===== src/rtl/dcache_pkg.sv =====
// -----------------------------------------------------------------------------
// dcache_pkg
// Shared constants and types for the write-through data cache.
//   - WR_*    : store-size flag encoding (shared with the data RAM)
//   - LD_*    : load-size field encoding, flag[1:0]; LD_SIGN is the
//               sign-extend bit position, flag[2]
//   - state_t : cache controller state
// -----------------------------------------------------------------------------
package dcache_pkg;

  localparam logic [1:0] WR_NONE = 2'b00;
  localparam logic [1:0] WR_WORD = 2'b01;
  localparam logic [1:0] WR_HALF = 2'b10;
  localparam logic [1:0] WR_BYTE = 2'b11;

  localparam logic [1:0] LD_NONE = 2'b00;
  localparam logic [1:0] LD_WORD = 2'b01;
  localparam logic [1:0] LD_HALF = 2'b10;
  localparam logic [1:0] LD_BYTE = 2'b11;
  localparam int         LD_SIGN = 2;

  typedef enum logic {
    IDLE   = 1'b0,
    REFILL = 1'b1
  } state_t;

endpackage


===== src/rtl/dcache_wt_if.sv =====
// -----------------------------------------------------------------------------
// dcache_wt_if
// Bundles the front-side request/response signals and the back-side RAM
// signals of the data cache.
//   cpu_addr/cpu_wdata/cpu_write_flag/cpu_load_flag : MEM stage request
//   cpu_rdata/stall                                 : response to MEM stage
//   mem_addr/mem_wdata/mem_write_flag/mem_load_flag : RAM request
//   mem_rdata                                       : RAM combinational data
// Modports:
//   slave  : the cache itself
//   master : the environment (pipeline + RAM)
// -----------------------------------------------------------------------------
interface dcache_wt_if #(
  parameter int ADDR_W = 32
) ();

  logic [ADDR_W-1:0] cpu_addr;
  logic [31:0]       cpu_wdata;
  logic [1:0]        cpu_write_flag;
  logic [2:0]        cpu_load_flag;
  logic [31:0]       cpu_rdata;
  logic              stall;

  logic [ADDR_W-1:0] mem_addr;
  logic [31:0]       mem_wdata;
  logic [1:0]        mem_write_flag;
  logic [2:0]        mem_load_flag;
  logic [31:0]       mem_rdata;

  modport slave (
    input  cpu_addr, cpu_wdata, cpu_write_flag, cpu_load_flag, mem_rdata,
    output cpu_rdata, stall, mem_addr, mem_wdata, mem_write_flag, mem_load_flag
  );

  modport master (
    output cpu_addr, cpu_wdata, cpu_write_flag, cpu_load_flag, mem_rdata,
    input  cpu_rdata, stall, mem_addr, mem_wdata, mem_write_flag, mem_load_flag
  );

endinterface


===== src/rtl/dcache_subword.sv =====
// -----------------------------------------------------------------------------
// dcache_subword
// Purely combinational sub-word helper for the data cache.
//   load_word   in  32 : cached word being read
//   load_flag   in  3  : [1:0] size, [2] sign-extend
//   load_data   out 32 : extracted and extended load result (0 for LD_NONE)
//   old_word    in  32 : cached word being stored into
//   store_data  in  32 : store data from the pipeline
//   write_flag  in  2  : store size
//   merged_word out 32 : old_word with the low half/byte (or all) replaced
// -----------------------------------------------------------------------------
module dcache_subword
  import dcache_pkg::*;
(
  input  logic [31:0] load_word,
  input  logic [2:0]  load_flag,
  output logic [31:0] load_data,
  input  logic [31:0] old_word,
  input  logic [31:0] store_data,
  input  logic [1:0]  write_flag,
  output logic [31:0] merged_word
);

  logic sign_en;

  assign sign_en = load_flag[LD_SIGN];

  always_comb begin
    load_data = 32'd0;
    case (load_flag[1:0])
      LD_WORD: load_data = load_word;
      LD_HALF: load_data = {{16{sign_en & load_word[15]}}, load_word[15:0]};
      LD_BYTE: load_data = {{24{sign_en & load_word[7]}}, load_word[7:0]};
      LD_NONE: load_data = 32'd0;
      default: load_data = 32'd0;
    endcase
  end

  // Sub-word stores always land in the low bits; upper bits keep their value.
  always_comb begin
    merged_word = old_word;
    case (write_flag)
      WR_WORD: merged_word = store_data;
      WR_HALF: merged_word = {old_word[31:16], store_data[15:0]};
      WR_BYTE: merged_word = {old_word[31:8], store_data[7:0]};
      WR_NONE: merged_word = old_word;
      default: merged_word = old_word;
    endcase
  end

endmodule


===== src/rtl/dcache_wt.sv =====
// -----------------------------------------------------------------------------
// dcache_wt
// Direct-mapped, write-through, no-write-allocate data cache sitting between
// the MEM stage and a word-addressed RAM with combinational reads.
//   clk   in : clock, all state on rising edge
//   rst   in : synchronous active-high reset
//   bus      : dcache_wt_if.slave (front-side request/response, RAM side)
// Optional (macro DCACHE_STATS_EN):
//   hit_count  out 32 : IDLE load hits, replay after refill excluded, saturating
//   miss_count out 32 : refills started, saturating
// Parameters: ADDR_W word-address width, LINES lines, LINE_WORDS words/line.
// -----------------------------------------------------------------------------
module dcache_wt
  import dcache_pkg::*;
#(
  parameter int ADDR_W     = 32,
  parameter int LINES      = 8,
  parameter int LINE_WORDS = 4
) (
  input  logic        clk,
  input  logic        rst,
  dcache_wt_if.slave  bus
`ifdef DCACHE_STATS_EN
  ,
  output logic [31:0] hit_count,
  output logic [31:0] miss_count
`endif
);

  localparam int OFF_W = $clog2(LINE_WORDS);
  localparam int IDX_W = $clog2(LINES);
  localparam int TAG_W = ADDR_W - OFF_W - IDX_W;

  state_t            state;
  logic [OFF_W-1:0]  cnt;
  logic [ADDR_W-1:0] base_addr;
  logic              replay;

  logic [LINES-1:0]  valid;
  logic [TAG_W-1:0]  tags      [LINES];
  logic [31:0]       line_data [LINES][LINE_WORDS];

  logic [OFF_W-1:0]  off;
  logic [IDX_W-1:0]  idx;
  logic [TAG_W-1:0]  tag;
  logic [IDX_W-1:0]  ref_idx;
  logic [TAG_W-1:0]  ref_tag;

  logic              is_store;
  logic              is_load;
  logic              hit;
  logic              last_word;
  logic [31:0]       cur_word;
  logic [31:0]       load_data;
  logic [31:0]       merged_word;

  assign off = bus.cpu_addr[OFF_W-1:0];
  assign idx = bus.cpu_addr[OFF_W +: IDX_W];
  assign tag = bus.cpu_addr[ADDR_W-1 -: TAG_W];

  assign ref_idx = base_addr[OFF_W +: IDX_W];
  assign ref_tag = base_addr[ADDR_W-1 -: TAG_W];

  // A request carrying both flags is a store; its load half is dropped.
  assign is_store  = (bus.cpu_write_flag != WR_NONE);
  assign is_load   = (bus.cpu_load_flag[1:0] != LD_NONE) && !is_store;
  assign hit       = valid[idx] && (tags[idx] == tag);
  assign last_word = (cnt == OFF_W'(LINE_WORDS - 1));
  assign cur_word  = line_data[idx][off];

  dcache_subword u_subword (
    .load_word   (cur_word),
    .load_flag   (bus.cpu_load_flag),
    .load_data   (load_data),
    .old_word    (cur_word),
    .store_data  (bus.cpu_wdata),
    .write_flag  (bus.cpu_write_flag),
    .merged_word (merged_word)
  );

  // Front and back side outputs. Reset forces everything quiet even if the
  // state register still says REFILL, and a load miss stalls in the same
  // cycle it is seen so the pipeline never consumes a bogus result.
  always_comb begin
    bus.stall          = 1'b0;
    bus.cpu_rdata      = 32'd0;
    bus.mem_addr       = bus.cpu_addr;
    bus.mem_wdata      = bus.cpu_wdata;
    bus.mem_write_flag = WR_NONE;
    bus.mem_load_flag  = 3'b000;
    if (rst) begin
      bus.stall = 1'b0;
    end else if (state == REFILL) begin
      bus.stall         = 1'b1;
      bus.mem_addr      = base_addr + ADDR_W'(cnt);
      bus.mem_load_flag = {1'b0, LD_WORD};
    end else if (is_store) begin
      bus.mem_write_flag = bus.cpu_write_flag;
    end else if (is_load) begin
      if (hit) begin
        bus.cpu_rdata = load_data;
      end else begin
        bus.stall = 1'b1;
      end
    end
  end

  // Controller: detects load misses, walks the refill counter across the
  // line and installs the tag once the last word lands. replay marks the
  // cycle right after a refill, when the stalled load re-executes as a hit.
  always_ff @(posedge clk) begin
    if (rst) begin
      state  <= IDLE;
      cnt    <= '0;
      valid  <= '0;
      replay <= 1'b0;
    end else begin
      replay <= 1'b0;
      case (state)
        IDLE: begin
          if (is_load && !hit) begin
            base_addr <= {bus.cpu_addr[ADDR_W-1:OFF_W], {OFF_W{1'b0}}};
            cnt       <= '0;
            state     <= REFILL;
          end
        end
        REFILL: begin
          cnt <= cnt + OFF_W'(1);
          if (last_word) begin
            valid[ref_idx] <= 1'b1;
            tags[ref_idx]  <= ref_tag;
            replay         <= 1'b1;
            state          <= IDLE;
          end
        end
        default: state <= IDLE;
      endcase
    end
  end

  // Line storage carries no reset; valid bits alone decide whether it counts.
  always_ff @(posedge clk) begin
    if (!rst) begin
      if (state == REFILL) begin
        line_data[ref_idx][cnt] <= bus.mem_rdata;
      end else if (is_store && hit) begin
        line_data[idx][off] <= merged_word;
      end
    end
  end

`ifdef DCACHE_STATS_EN
  // Saturating event counters; stores are deliberately not counted.
  always_ff @(posedge clk) begin
    if (rst) begin
      hit_count  <= 32'd0;
      miss_count <= 32'd0;
    end else if (state == IDLE && is_load) begin
      if (hit && !replay && hit_count != 32'hFFFF_FFFF) begin
        hit_count <= hit_count + 32'd1;
      end
      if (!hit && miss_count != 32'hFFFF_FFFF) begin
        miss_count <= miss_count + 32'd1;
      end
    end
  end
`endif

endmodule


===== src/flat_wrapper.sv =====
// flat-port wrapper written by rule: the top's interface ports become plain ports
module dcache_wt_flat import dcache_pkg::*;
#(
  parameter int ADDR_W     = 32,
  parameter int LINES      = 8,
  parameter int LINE_WORDS = 4
)
  (clk, rst, bus_cpu_addr, bus_cpu_wdata, bus_cpu_write_flag, bus_cpu_load_flag, bus_mem_rdata, bus_cpu_rdata, bus_stall, bus_mem_addr, bus_mem_wdata, bus_mem_write_flag, bus_mem_load_flag);
  dcache_wt_if #(.ADDR_W(ADDR_W)) bus_i ();
  input  logic clk;
  input  logic rst;
  input wire logic [$bits(bus_i.cpu_addr)-1:0] bus_cpu_addr;
  input wire logic [$bits(bus_i.cpu_wdata)-1:0] bus_cpu_wdata;
  input wire logic [$bits(bus_i.cpu_write_flag)-1:0] bus_cpu_write_flag;
  input wire logic [$bits(bus_i.cpu_load_flag)-1:0] bus_cpu_load_flag;
  input wire logic [$bits(bus_i.mem_rdata)-1:0] bus_mem_rdata;
  output wire logic [$bits(bus_i.cpu_rdata)-1:0] bus_cpu_rdata;
  output wire logic [$bits(bus_i.stall)-1:0] bus_stall;
  output wire logic [$bits(bus_i.mem_addr)-1:0] bus_mem_addr;
  output wire logic [$bits(bus_i.mem_wdata)-1:0] bus_mem_wdata;
  output wire logic [$bits(bus_i.mem_write_flag)-1:0] bus_mem_write_flag;
  output wire logic [$bits(bus_i.mem_load_flag)-1:0] bus_mem_load_flag;
  assign bus_i.cpu_addr = bus_cpu_addr;
  assign bus_i.cpu_wdata = bus_cpu_wdata;
  assign bus_i.cpu_write_flag = bus_cpu_write_flag;
  assign bus_i.cpu_load_flag = bus_cpu_load_flag;
  assign bus_i.mem_rdata = bus_mem_rdata;
  assign bus_cpu_rdata = bus_i.cpu_rdata;
  assign bus_stall = bus_i.stall;
  assign bus_mem_addr = bus_i.mem_addr;
  assign bus_mem_wdata = bus_i.mem_wdata;
  assign bus_mem_write_flag = bus_i.mem_write_flag;
  assign bus_mem_load_flag = bus_i.mem_load_flag;
  dcache_wt #(.ADDR_W(ADDR_W), .LINES(LINES), .LINE_WORDS(LINE_WORDS)) u_core (.clk(clk), .rst(rst), .bus(bus_i));
endmodule

===== config.mk =====
export PLATFORM = sky130hd
export DESIGN_NAME = dcache_wt_flat
export DESIGN_NICKNAME = d
export VERILOG_FILES = /design/src/rtl/dcache_pkg.sv /design/src/rtl/dcache_wt_if.sv /design/src/rtl/dcache_subword.sv /design/src/rtl/dcache_wt.sv /design/src/flat_wrapper.sv
export SDC_FILE = /design/constraint.sdc
export NUM_CORES = 1
export LEC_CHECK = 0
export CORE_ASPECT_RATIO = 1.25
export CORE_MARGIN = 2
export CORE_UTILIZATION = 44
export CTS_CLUSTER_DIAMETER = 100
export DETAILED_ROUTE_END_ITERATION = 8
export GPL_TIMING_DRIVEN = 0
export SETUP_SLACK_MARGIN = 0.1
export SYNTH_ARGS = -nofsm -noshare
export SYNTH_HDL_FRONTEND = slang
export SYNTH_SLANG_ARGS = --single-unit

===== constraint.sdc =====
create_clock -name clk -period 7.7 [get_ports clk]
set_clock_uncertainty 0.2 [all_clocks]
set_input_delay 1.925 -clock clk [delete_from_list [all_inputs] [get_ports clk]]
set_output_delay 1.925 -clock clk [all_outputs]
set_load 0.005 [all_outputs]

# Word level (Yosys, flattened, before mapping)
# Memories as Yosys holds them, arrays and structs flattened.
# Index checks and enable logic that the tools add are counted.
[op_classes]
n_lt_le_gt_ge = 7
reduce_logical = 16
muxes = 49
n_eq_ne = 9
bitwise = 7
n_shift = 0
n_div = 0
add_sub_neg = 2
multipliers = 0
[ops]
columns = ["op", "n"]
rows = [
  ["$mux W128", 4],
  ["$mux W32", 11],
  ["$pmux W32 S4", 2],
  ["$demux W32 S2", 2],
  ["$reduce_or A128 Y1", 1],
  ["$bmux W32 S2", 1],
  ["$add A32 B2 Y32", 1],
  ["$eq A27 B27 Y1", 1],
  ["$mux W1", 19],
  ["$eq A2 B2 Y1 const B", 5],
  ["$lt A3 B4 Y1 const B", 2],
  ["$mux W2", 4],
  ["$or A8 B8 Y8", 1],
  ["$logic_and A1 B1 Y1", 7],
  ["$ge A3 B3 Y1 const B", 2],
  ["$lt A3 B1 Y1 const B", 2],
  ["$mux W3", 2],
  ["$not A2 Y3", 2],
  ["$eq A2 B1 Y1 const B", 2],
  ["$logic_not A2 Y1", 2],
  ["$pmux W2 S2", 1],
  ["$reduce_bool A2 Y1", 2],
  ["$bmux W1 S3", 1],
  ["$demux W1 S3", 1],
  ["9 further kinds", 12],
]
[totals]
mem_bits_rw = 1240
elab_cells = 96
n_memories = 2
latch_bits = 0
mem_bits_ro = 0
output_inout_bits = 102
ff_bits = 41
input_bits = 103
[mem_list]
columns = ["name", "depth", "word_bits", "read_ports", "rd_ports_with_merged_regs", "write_ports", "line_no", "text"]
rows = [
  ["u_core.line_data", 8, 128, 1, 0, 1, "dcache_wt.sv:41", "logic [31:0] line_data [LINES][LINE_WORDS];"],
  ["u_core.tags", 8, 27, 1, 0, 1, "dcache_wt.sv:40", "logic [TAG_W-1:0] tags [LINES];"],
]

# Longest topological paths before layout
# Gate-level depths: netlist (run 1).
[depth]
ltp_word = 11
depth_mapped = 15
depth_no_buf = 8

# Hierarchy
# From an unflattened synthesis (run 1), not the netlist that was laid out.
[hier_totals]
cells_unflattened = 2470
area_unflattened_um2 = 51494.4
[modules_own_cells]
columns = ["module", "cells_per_inst", "n_inst", "area_per_inst_um2", "seq_area_each_um2"]
rows = [
  ["dcache_wt", 2378, 1, 50642.3, 38356.8],
  ["dcache_subword", 92, 1, 852.1, 0.0],
]

# Worst setup path after synthesis (run 1)
# Ideal clock, no wire load.
[synth_path]
path_type = "input -> register"
from = "input port bus_cpu_addr[2]"
to = "memory u_core.line_data[7][100] in the netlist's numbering, enable pin"
required_time_ns = 7.030
n_path_buf = 6
path_slack_ns = 0.187
arrival_ns = 6.843
setup_ns = 0.470
cell_stages = 14
cell_sequence = "buf_6 buf_4 buf_4 buf_2 mux2i_1 a22oi_1 nand2_1 xnor2_1 nor4_1 nand3_1 or4_1 buf_4 buf_6 o31ai_1"
[synth_via]
elab_chain_len = 10
elab_cells_between_ends = 13
cone_classes = "eq/ne: 1; mux: 8; reduce/logical: 3; memory: 1"
[synth_rtl]
columns = ["element", "line_no", "text"]
rows = [
  ["start: declaration", "flat_wrapper.sv:12", "input wire logic [$bits(bus_i.cpu_addr)-1:0] bus_cpu_addr;"],
  ["$mem_v2 Z8 W27 / $bmux W1 S3 (equally long branches)", "n/a", ""],
  ["$eq A27 B27 Y1 / $mux W1 (equally long branches)", "dcache_wt.sv:67", "assign hit = valid[idx] && (tags[idx] == tag);"],
  ["$logic_and A1 B1 Y1", "dcache_wt.sv:67", ""],
  ["$logic_and A1 B1 Y1", "dcache_wt.sv:146", "end else if (is_store && hit) begin"],
  ["$mux W1", "dcache_wt.sv:146", ""],
  ["$mux W1", "dcache_wt.sv:144", "if (state == REFILL) begin"],
  ["$mux W1", "dcache_wt.sv:143", "if (!rst) begin"],
  ["$mux W128 (not written as such)", "dcache_wt.sv:147", "line_data[idx][off] <= merged_word;"],
  ["$reduce_or A128 Y1 (no source line)", "n/a", ""],
  ["$mux W3 (no source line) / $mux W128 (equally long branches)", "n/a", ""],
  ["end: declaration", "dcache_wt.sv:41", ""],
]
# Several ways; a longest one is shown, not always the timed one. The select of a mux whose other input is x is not followed.

# Worst setup path in the final report (run 1)
[layout_path]
from = "input port bus_cpu_addr[3]"
to = "output port bus_cpu_rdata[19]"
[layout_via]
elab_chain_len = 11
elab_cells_between_ends = 17
cone_classes = "eq/ne: 1; mux: 11; bitwise: 2; reduce/logical: 1; memory: 2"
[layout_rtl]
columns = ["element", "line_no", "text"]
rows = [
  ["$mem_v2 Z8 W128", "n/a", ""],
  ["$bmux W32 S2", "dcache_wt.sv:69", "assign cur_word = line_data[idx][off];"],
  ["$mux W32 (not written as such) (2 in a row)", "dcache_wt.sv:69", ""],
  ["$and A1 B1 Y1 (on tied branches)", "dcache_subword.sv:33, dcache_subword.sv:32", ""],
  ["$pmux W32 S4", "dcache_subword.sv:30", "case (load_flag[1:0])"],
  ["$mux W32 *", "dcache_wt.sv:100", "if (hit) begin"],
  ["$mux W32 *", "dcache_wt.sv:99", "end else if (is_load) begin"],
  ["$mux W32 *", "dcache_wt.sv:97", "end else if (is_store) begin"],
  ["$mux W32 *", "dcache_wt.sv:93", "end else if (state == REFILL) begin"],
  ["$mux W32 *", "dcache_wt.sv:91", "if (rst) begin"],
  ["end: declaration", "flat_wrapper.sv:17", "output wire logic [$bits(bus_i.cpu_rdata)-1:0] bus_cpu_rdata;"],
]
# Every way passes the cells marked *; elsewhere a longest branch is shown, timed or not. The select of a mux whose other input is x is not followed.

==> flow_summary.json, run 1 <==
{
  "initial_core_util": 0.444,
  "synth-xor-area-share": 0.00377,
  "core-area_sq_um": 115000,
  "synth-async-reset-ratio": 0,
  "ios": 205,
  "max_stage_delay_ns": 0.39,
  "ys_top_cells_by_area": "edfxtp_1 (75%), mux4_2 (14%), mux2i_1 (2.5%), mux2_2 (1.3%), mux2_4 (0.76%)",
  "totalPowerFinal_mw": 14.8,
  "internal-power_mw": 11.7,
  "syn_area_sq_um": 51200,
  "start_kind": "input port",
  "p_sw_frac": 0.211,
  "yosys_warnings": 0,
  "synth_top_family_by_area": "multiplexers",
  "critPathKind": "in2out",
  "cts_root_buf": "clkbuf_16",
  "mostFrequentLayoutCells": "edfxtp_1 (1,270), mux4_2 (313), clkdlybuf4s50_1 (165)",
  "synth_top_area_frac": 0.745,
  "p_sw_mw": 3.11,
  "status": "finished clean",
  "pwr-share-seq": 0.520,
  "fin_crit_sh": 0.980,
  "diodes": 0,
  "clock_sinks": 1281,
  "port_buffers": 200,
  "drt-vias-per-instance": 6.02,
  "synth-adder-area-share": 0.000978,
  "ys.flop_type": "edfxtp_1",
  "final_common_cell": "edfxtp_1",
  "dpl-instance-area_sq_um": 57100,
  "layout.nets": 2931,
  "die_x_um": 309,
  "crit_arrival_ns": 5.42,
  "wl_per_cell_um": 32.2,
  "cts_htree_levels": 3,
  "leakagePower_nw": 20.4,
  "seqCellArea_sq_um": 38400,
  "worst_slack_ns": 0.151,
  "slowest_stage": "dlygate4sd2_1",
  "synth_area_leader_cell": "edfxtp_1",
  "setup_viol": 0,
  "final_area_sq_um": 62000,
  "synthCells": 2389,
  "drtAntennaViolNets": 0,
  "synthMuxAreaShare": 0.185,
  "track_usage": 0.243,
  "grt_pass1_vias": 27400,
  "area_delta_synth_final_pct": 21.2,
  "ctsHoldBuffers": 0,
  "final_max_slew_viol_count": 0,
  "dpl.hpwl_mm": 97.0,
  "gp_congestion": 0.824,
  "synth_compound_area_frac": 0.0227,
  "synth_simple_gate_area_frac": 0.0173,
  "max_cap_viol_count": 0,
  "fmax_mhz": 132,
  "ir_drop_uv": 180,
  "nFillCells": 8884,
  "end_kind": "output pin",
  "cts_inserted_buffers": 121,
  "hp-class": "reg2reg",
  "die_area_sq_um": 119000,
  "drtPass1Iterations": 6,
  "yosysUniqueCellTypes": 48,
  "synth_edf_count": 1270,
  "drtIter0Drc": 3147,
  "grt_antenna_before_repair": 5,
  "post-place-ws_ns": -2.13,
  "power_frac_comb": 0.059,
  "power_per_cell_area_nw_per_um2": 238,
  "insertion_delay_ns": 0.71,
  "grt-ovfl-total": 0,
  "rsz0062_at_grt": "yes",
  "drt-total-wl_mm": 144,
  "cts_tree": "built",
  "crit_required_ns": 5.58,
  "worst_pin_slew_ns": 1.33,
  "worstPathMaxFanout": 10,
  "hold_viol": 0,
  "clkPwrFrac": 0.421,
  "vias": 27000,
  "fin_crit_ns": 7.55,
  "drive_gt1_frac": 0.323,
  "ys_seq_elements": 1281,
  "grt_max_degree": 33,
  "crit_chain": "buf_2, buf_6, buf_6, buf_4, buf_4, buf_2, clkbuf_4, clkbuf_4, mux4_2, mux2i_1, o22ai_1, nor2_1, a21oi_1, dlygate4sd2_1",
  "multi_input_area_sq_um": 12400,
  "drc": 0,
  "grt_pass1_wl_mm": 202,
  "die_height_um": 385,
  "clkTransAtPathRegs_ns": 0.07,
  "rows": 139,
  "clock_path_buffers": 3,
  "seq_area_frac_synth": 0.750,
  "relSlewSlack": 0.111,
  "avgSynthCellArea_sq_um": 21.4
}
-- kinds of logic (layout without fill, tap and decap cells) --
logic type | count (synthesis) | after routing
buffers and inverters | 189 | 726
adders and majority gates | 4 | 4
muxes | 535 | 535
DFF | 1281 | 1281
other | 1 | 2
and+or+nand+nor | 189 | 189
xor gates and xnor gates | 22 | 22
AOI/OAI and AO/OA | 168 | 168
-- flip-flops by register name (all words and copies together) (netlist names) --
name,count
u_core.state,1
u_core.cnt,2
u_core.valid,8
u_core.tags,216
u_core.base_addr,30
u_core.line_data,1024
-- worst max-delay path: cells and delay by family --
| family | cells | cell delay, ns |
|---|---|---|
| AO/OA/AOI/OAI | 2 | 0.31 |
| multiplexers | 2 | 0.54 |
| buffers and inverters | 9 | 2.33 |
| AND/OR/NAND/NOR | 1 | 0.26 |
-- power by group through the flow --
stage | clock, mW | combinational, mW | sequential [mW]
floorplan | 0 | 0.489 | 7.82
global placement | 0 | 0.807 | 7.82
detailed placement | 0 | 0.837 | 7.82
CTS | 6.29 | 0.873 | 7.67
global route | 6.54 | 0.924 | 7.67
finish | 6.22 | 0.871 | 7.68
-- synth_stat cells, drive strengths merged, types with 2 or more instances --
master and instances:
and3 4, a22oi 36, mux4 313, o31ai 3
and2 6, nand4 3, a311oi 2, xor2 9
or2 4, ha 4, o21ai 50, a21oi 30
mux2 92, nor2 32, mux2i 130, or4 5
nand2 78, nor2b 9, nor3 3, clkbuf 52
buf 118, xnor2 13, nand3 25, or3 7
inv 19, o41ai 12, o22ai 28, dfxtp 11
o2111ai 2, edfxtp 1270, nand2b 8, nor4 3
-- through the flow --
step           instances  setup TNS, ns  hold slack, ns  utilization
6_report            4478              0           0.291        0.539
5_1_grt             4478              0           0.301        0.539
4_1_cts             4477              0           0.283        0.538
3_5_place_dp        4234        -393.45           0.275        0.496
3_3_place_gp        4141       -5243.21           0.263        0.479
2_1_floorplan       2390              0           0.242            -
-- per-layer routing --
metal  GRT usage  routed length (um)
met5           0                  31
met4      0.0885                5290
met3      0.0385               11100
met2       0.400               70500
met1       0.329               57100
-- path summary, 6_finish.rpt --
check	startpoint	end	slack, ns	depth (start not counted)
hold / removal	u_core.valid[6]	u_core.valid[6]	0.29	2
hold reg to reg	u_core.valid[6]	u_core.valid[6]	0.29	2
setup reg to reg	u_core.tags[7][11]	u_core.line_data[1][87]	2.29	13
setup / recovery	bus_cpu_addr[3]	bus_cpu_rdata[19]	0.15	14
-- cell type report --
| type | instances | share of cell area |
|---|---|---|
| inverter | 19 | 0.00115 |
| clock inverter | 84 | 0.0157 |
| multi-input combinational | 920 | 0.200 |
| timing repair buffer | 312 | 0.0603 |
| buffer | 169 | 0.0221 |
| tap | 1551 | 0.0313 |
| clock buffer | 142 | 0.0508 |
| sequential | 1281 | 0.619 |
-- repair_timing --
action                                  in CTS  in global routing
cloned                                       1                  0
gates resized for setup                    280                 26
setup buffers                               17                  1
pin swaps                                   12                  5
endpoints found under the setup margin     133                 32
No activity file was read; power rests on OpenSTA's default activity.
==> run 2: changes to the inputs <==
--- a/config.mk
+++ b/config.mk
@@ -8,7 +8,6 @@
 export CORE_ASPECT_RATIO = 1.25
 export CORE_MARGIN = 2
 export CORE_UTILIZATION = 44
-export CTS_CLUSTER_DIAMETER = 100
 export DETAILED_ROUTE_END_ITERATION = 8
 export GPL_TIMING_DRIVEN = 0
 export SETUP_SLACK_MARGIN = 0.1
==> results of run 2 <==
The final DEF is identical to that of run 1; final timing and power are the same.
==> run 3: changes to the inputs <==
--- a/config.mk
+++ b/config.mk
@@ -5,9 +5,10 @@
 export SDC_FILE = /design/constraint.sdc
 export NUM_CORES = 1
 export LEC_CHECK = 0
+export CAP_MARGIN = 25
 export CORE_ASPECT_RATIO = 1.25
-export CORE_MARGIN = 2
 export CORE_UTILIZATION = 44
+export CTS_CLUSTER_DIAMETER = 80
 export DETAILED_ROUTE_END_ITERATION = 8
 export GPL_TIMING_DRIVEN = 0
 export SETUP_SLACK_MARGIN = 0.1
==> run 3 against run 2 <==
Net effect: via count is 0.70% lower; utilization rose by 0.096 points; die area fell by 1.2%; non-clock buffer count is 11 higher; critical path type unchanged; combinational power up 2%; setup slack got worse by 0.011 ns; worst hold slack got worse by 0.0043 ns; flip-flop and latch count did not move.
==> flow_summary.json, run 3 (same netlist as run 1, synthesis figures left out) <==
{
  "r2r_cells": 14,
  "worstPathMaxFanout": 5,
  "drtIter0Drc": 2996,
  "dpl.hpwl_mm": 96.5,
  "rr_startpoint": "u_core.tags[3][22]",
  "post-place-ws_ns": -1.85,
  "initial_core_util": 0.444,
  "ios": 205,
  "crit_chain": "buf_4, buf_8, mux4_2, o21ai_4, nand3_1, or4_1, or4_4, or4_4, buf_12, buf_12, a21oi_1, dlygate4sd2_1",
  "drt-total-wl_mm": 143,
  "worst_slack_ns": 0.140,
  "top_regs": "u_core.line_data x1024, u_core.tags x216, u_core.base_addr x30",
  "vias": 26800,
  "drtPass1Iterations": 6,
  "rsz0062_at_grt": "yes",
  "p_sw_mw": 3.13,
  "multi_input_area_sq_um": 12400,
  "die_x_um": 307,
  "grt_pass1_vias": 27200,
  "grt_max_degree": 33,
  "cts_inserted_buffers": 121,
  "grt-ovfl-total": 0,
  "slowest_stage": "or4_4",
  "hold_path_end": "u_core.valid[0]",
  "seqCellArea_sq_um": 38400,
  "start_kind": "input port",
  "core-area_sq_um": 115000,
  "grt_pass1_wl_mm": 201,
  "worst_pin_slew_ns": 1.10,
  "cts_htree_levels": 3,
  "max_cap_viol_count": 0,
  "drt-vias-per-instance": 5.97,
  "clkPwrFrac": 0.414,
  "layout.nets": 2942,
  "diodes": 0,
  "drc": 0,
  "cp_top_family": "simple AND/OR/NAND/NOR gates",
  "drtAntennaViolNets": 0,
  "gp_congestion": 0.799,
  "hold_depth": 2,
  "stdcell_count": 4486,
  "p_sw_frac": 0.214,
  "dpl.cell_count": 4249,
  "relSlewSlack": 0.267,
  "final_common_cell": "edfxtp_1",
  "cp-startpoint": "bus_cpu_addr[2]",
  "clkTransAtPathRegs_ns": 0.06,
  "largest_register": "u_core.line_data",
  "power_frac_comb": 0.061,
  "mostFrequentLayoutCells": "edfxtp_1 (1,270), mux4_2 (313), clkdlybuf4s50_1 (165)",
  "die_height_um": 383,
  "clock_sinks": 1281,
  "wl_per_cell_um": 32.0,
  "cts_root_buf": "clkbuf_16",
  "setup_viol": 0,
  "drive_gt1_frac": 0.320,
  "internal-power_mw": 11.5,
  "crit_buf_inv": 5,
  "dpl-instance-area_sq_um": 57300,
  "die_area_sq_um": 118000,
  "r2r_end": "u_core.line_data[1][10]",
  "status": "finished clean",
  "fin_crit_ns": 7.56,
  "grt_antenna_before_repair": 3,
  "hold_start": "u_core.valid[0]",
  "final_max_slew_viol_count": 0,
  "end_kind": "output pin",
  "power_per_cell_area_nw_per_um2": 235,
  "rows": 139,
  "insertion_delay_ns": 0.74,
  "fin_crit_sh": 0.982,
  "clock_path_buffers": 3,
  "track_usage": 0.244,
  "port_buffers": 200,
  "final_area_sq_um": 62100,
  "r2r_setup_slack_ns": 2.57,
  "crit_required_ns": 5.58,
  "nFillCells": 8793,
  "largest_reg_flops": 1024,
  "ir_drop_uv": 218,
  "area_delta_synth_final_pct": 21.4,
  "leakagePower_nw": 20.4,
  "hp-class": "reg2reg",
  "pwr-share-seq": 0.525,
  "ctsHoldBuffers": 0,
  "hold_viol": 0,
  "max_stage_delay_ns": 0.62,
  "fmax_mhz": 132,
  "crit_arrival_ns": 5.44,
  "cts_tree": "built",
  "critPathKind": "in2out"
}
[run 3: cell count changes in the layout (fill, tap and decap cells not counted), sizes merged]
cell,change
bufinv,-5
clkinvlp,-1
buf,+10
dlygate4sd2,+1
clkdlybuf4s15,-4
clkbuf,+7
[run 3: layer usage]
metal  track usage  share of wire  vias to the layer above
met5             0              0                        -
met3        0.0385          0.080                      258
met4        0.0825          0.035                        0
met2         0.403           0.49                     1353
li1              -              -                    10800
met1         0.332           0.40                    14300
[run 3: metrics by stage]
stage | utilization | TNS, ns | hold slack (ns) | power (mW)
3_5_place_dp | 0.498 | -254.32 | 0.277 | 8.67
2_1_floorplan | - | 0 | 0.242 | 8.31
6_report | 0.540 | 0 | 0.287 | 14.6
3_3_place_gp | 0.479 | -5190.82 | 0.257 | 8.63
4_1_cts | 0.538 | 0 | 0.285 | 14.7
5_1_grt | 0.540 | 0 | 0.296 | 15.0
[run 3: worst max path at each step]
stage	cells after the start	slack, ns	to
after floorplan	14	0.19	u_core.line_data[7][100]
after global placement	13	-6.08	u_core.line_data[1][55]
after detailed placement	12	-1.85	bus_cpu_rdata[17]
after CTS	13	0.11	bus_cpu_rdata[27]
after global routing	12	0.08	bus_cpu_rdata[18]
final	12	0.14	bus_cpu_rdata[17]
[run 3: power groups by stage]
stage	combinational [mW]	sequential (mW)	clock, mW
6_report	0.891	7.68	6.04
5_1_grt	0.942	7.67	6.35
4_1_cts	0.889	7.68	6.10
3_5_place_dp	0.844	7.82	0
3_3_place_gp	0.805	7.82	0
2_1_floorplan	0.489	7.82	0
[run 3: final cells by class]
class	count	area share
well taps	1551	0.0312
clock inverters	78	0.0146
repair buffers	323	0.0626
flip-flops and latches	1281	0.618
multi-input cells	920	0.200
clock buffers	145	0.0502
plain buffers	169	0.0223
inverters	19	0.00115
[run 3: timing repair]
item | in CTS | in global routing
buffers inserted | 6 | 3
cloned | 1 | 0
setup endpoints to repair | 37 | 20
pin swaps | 6 | 12
resized for setup | 257 | 44
[run 3: tightest hold or removal path, cell delays in order (launching register included)]
cell     delay (ns)
dfxtp_1        0.30
inv_1          0.06
o21ai_0        0.08
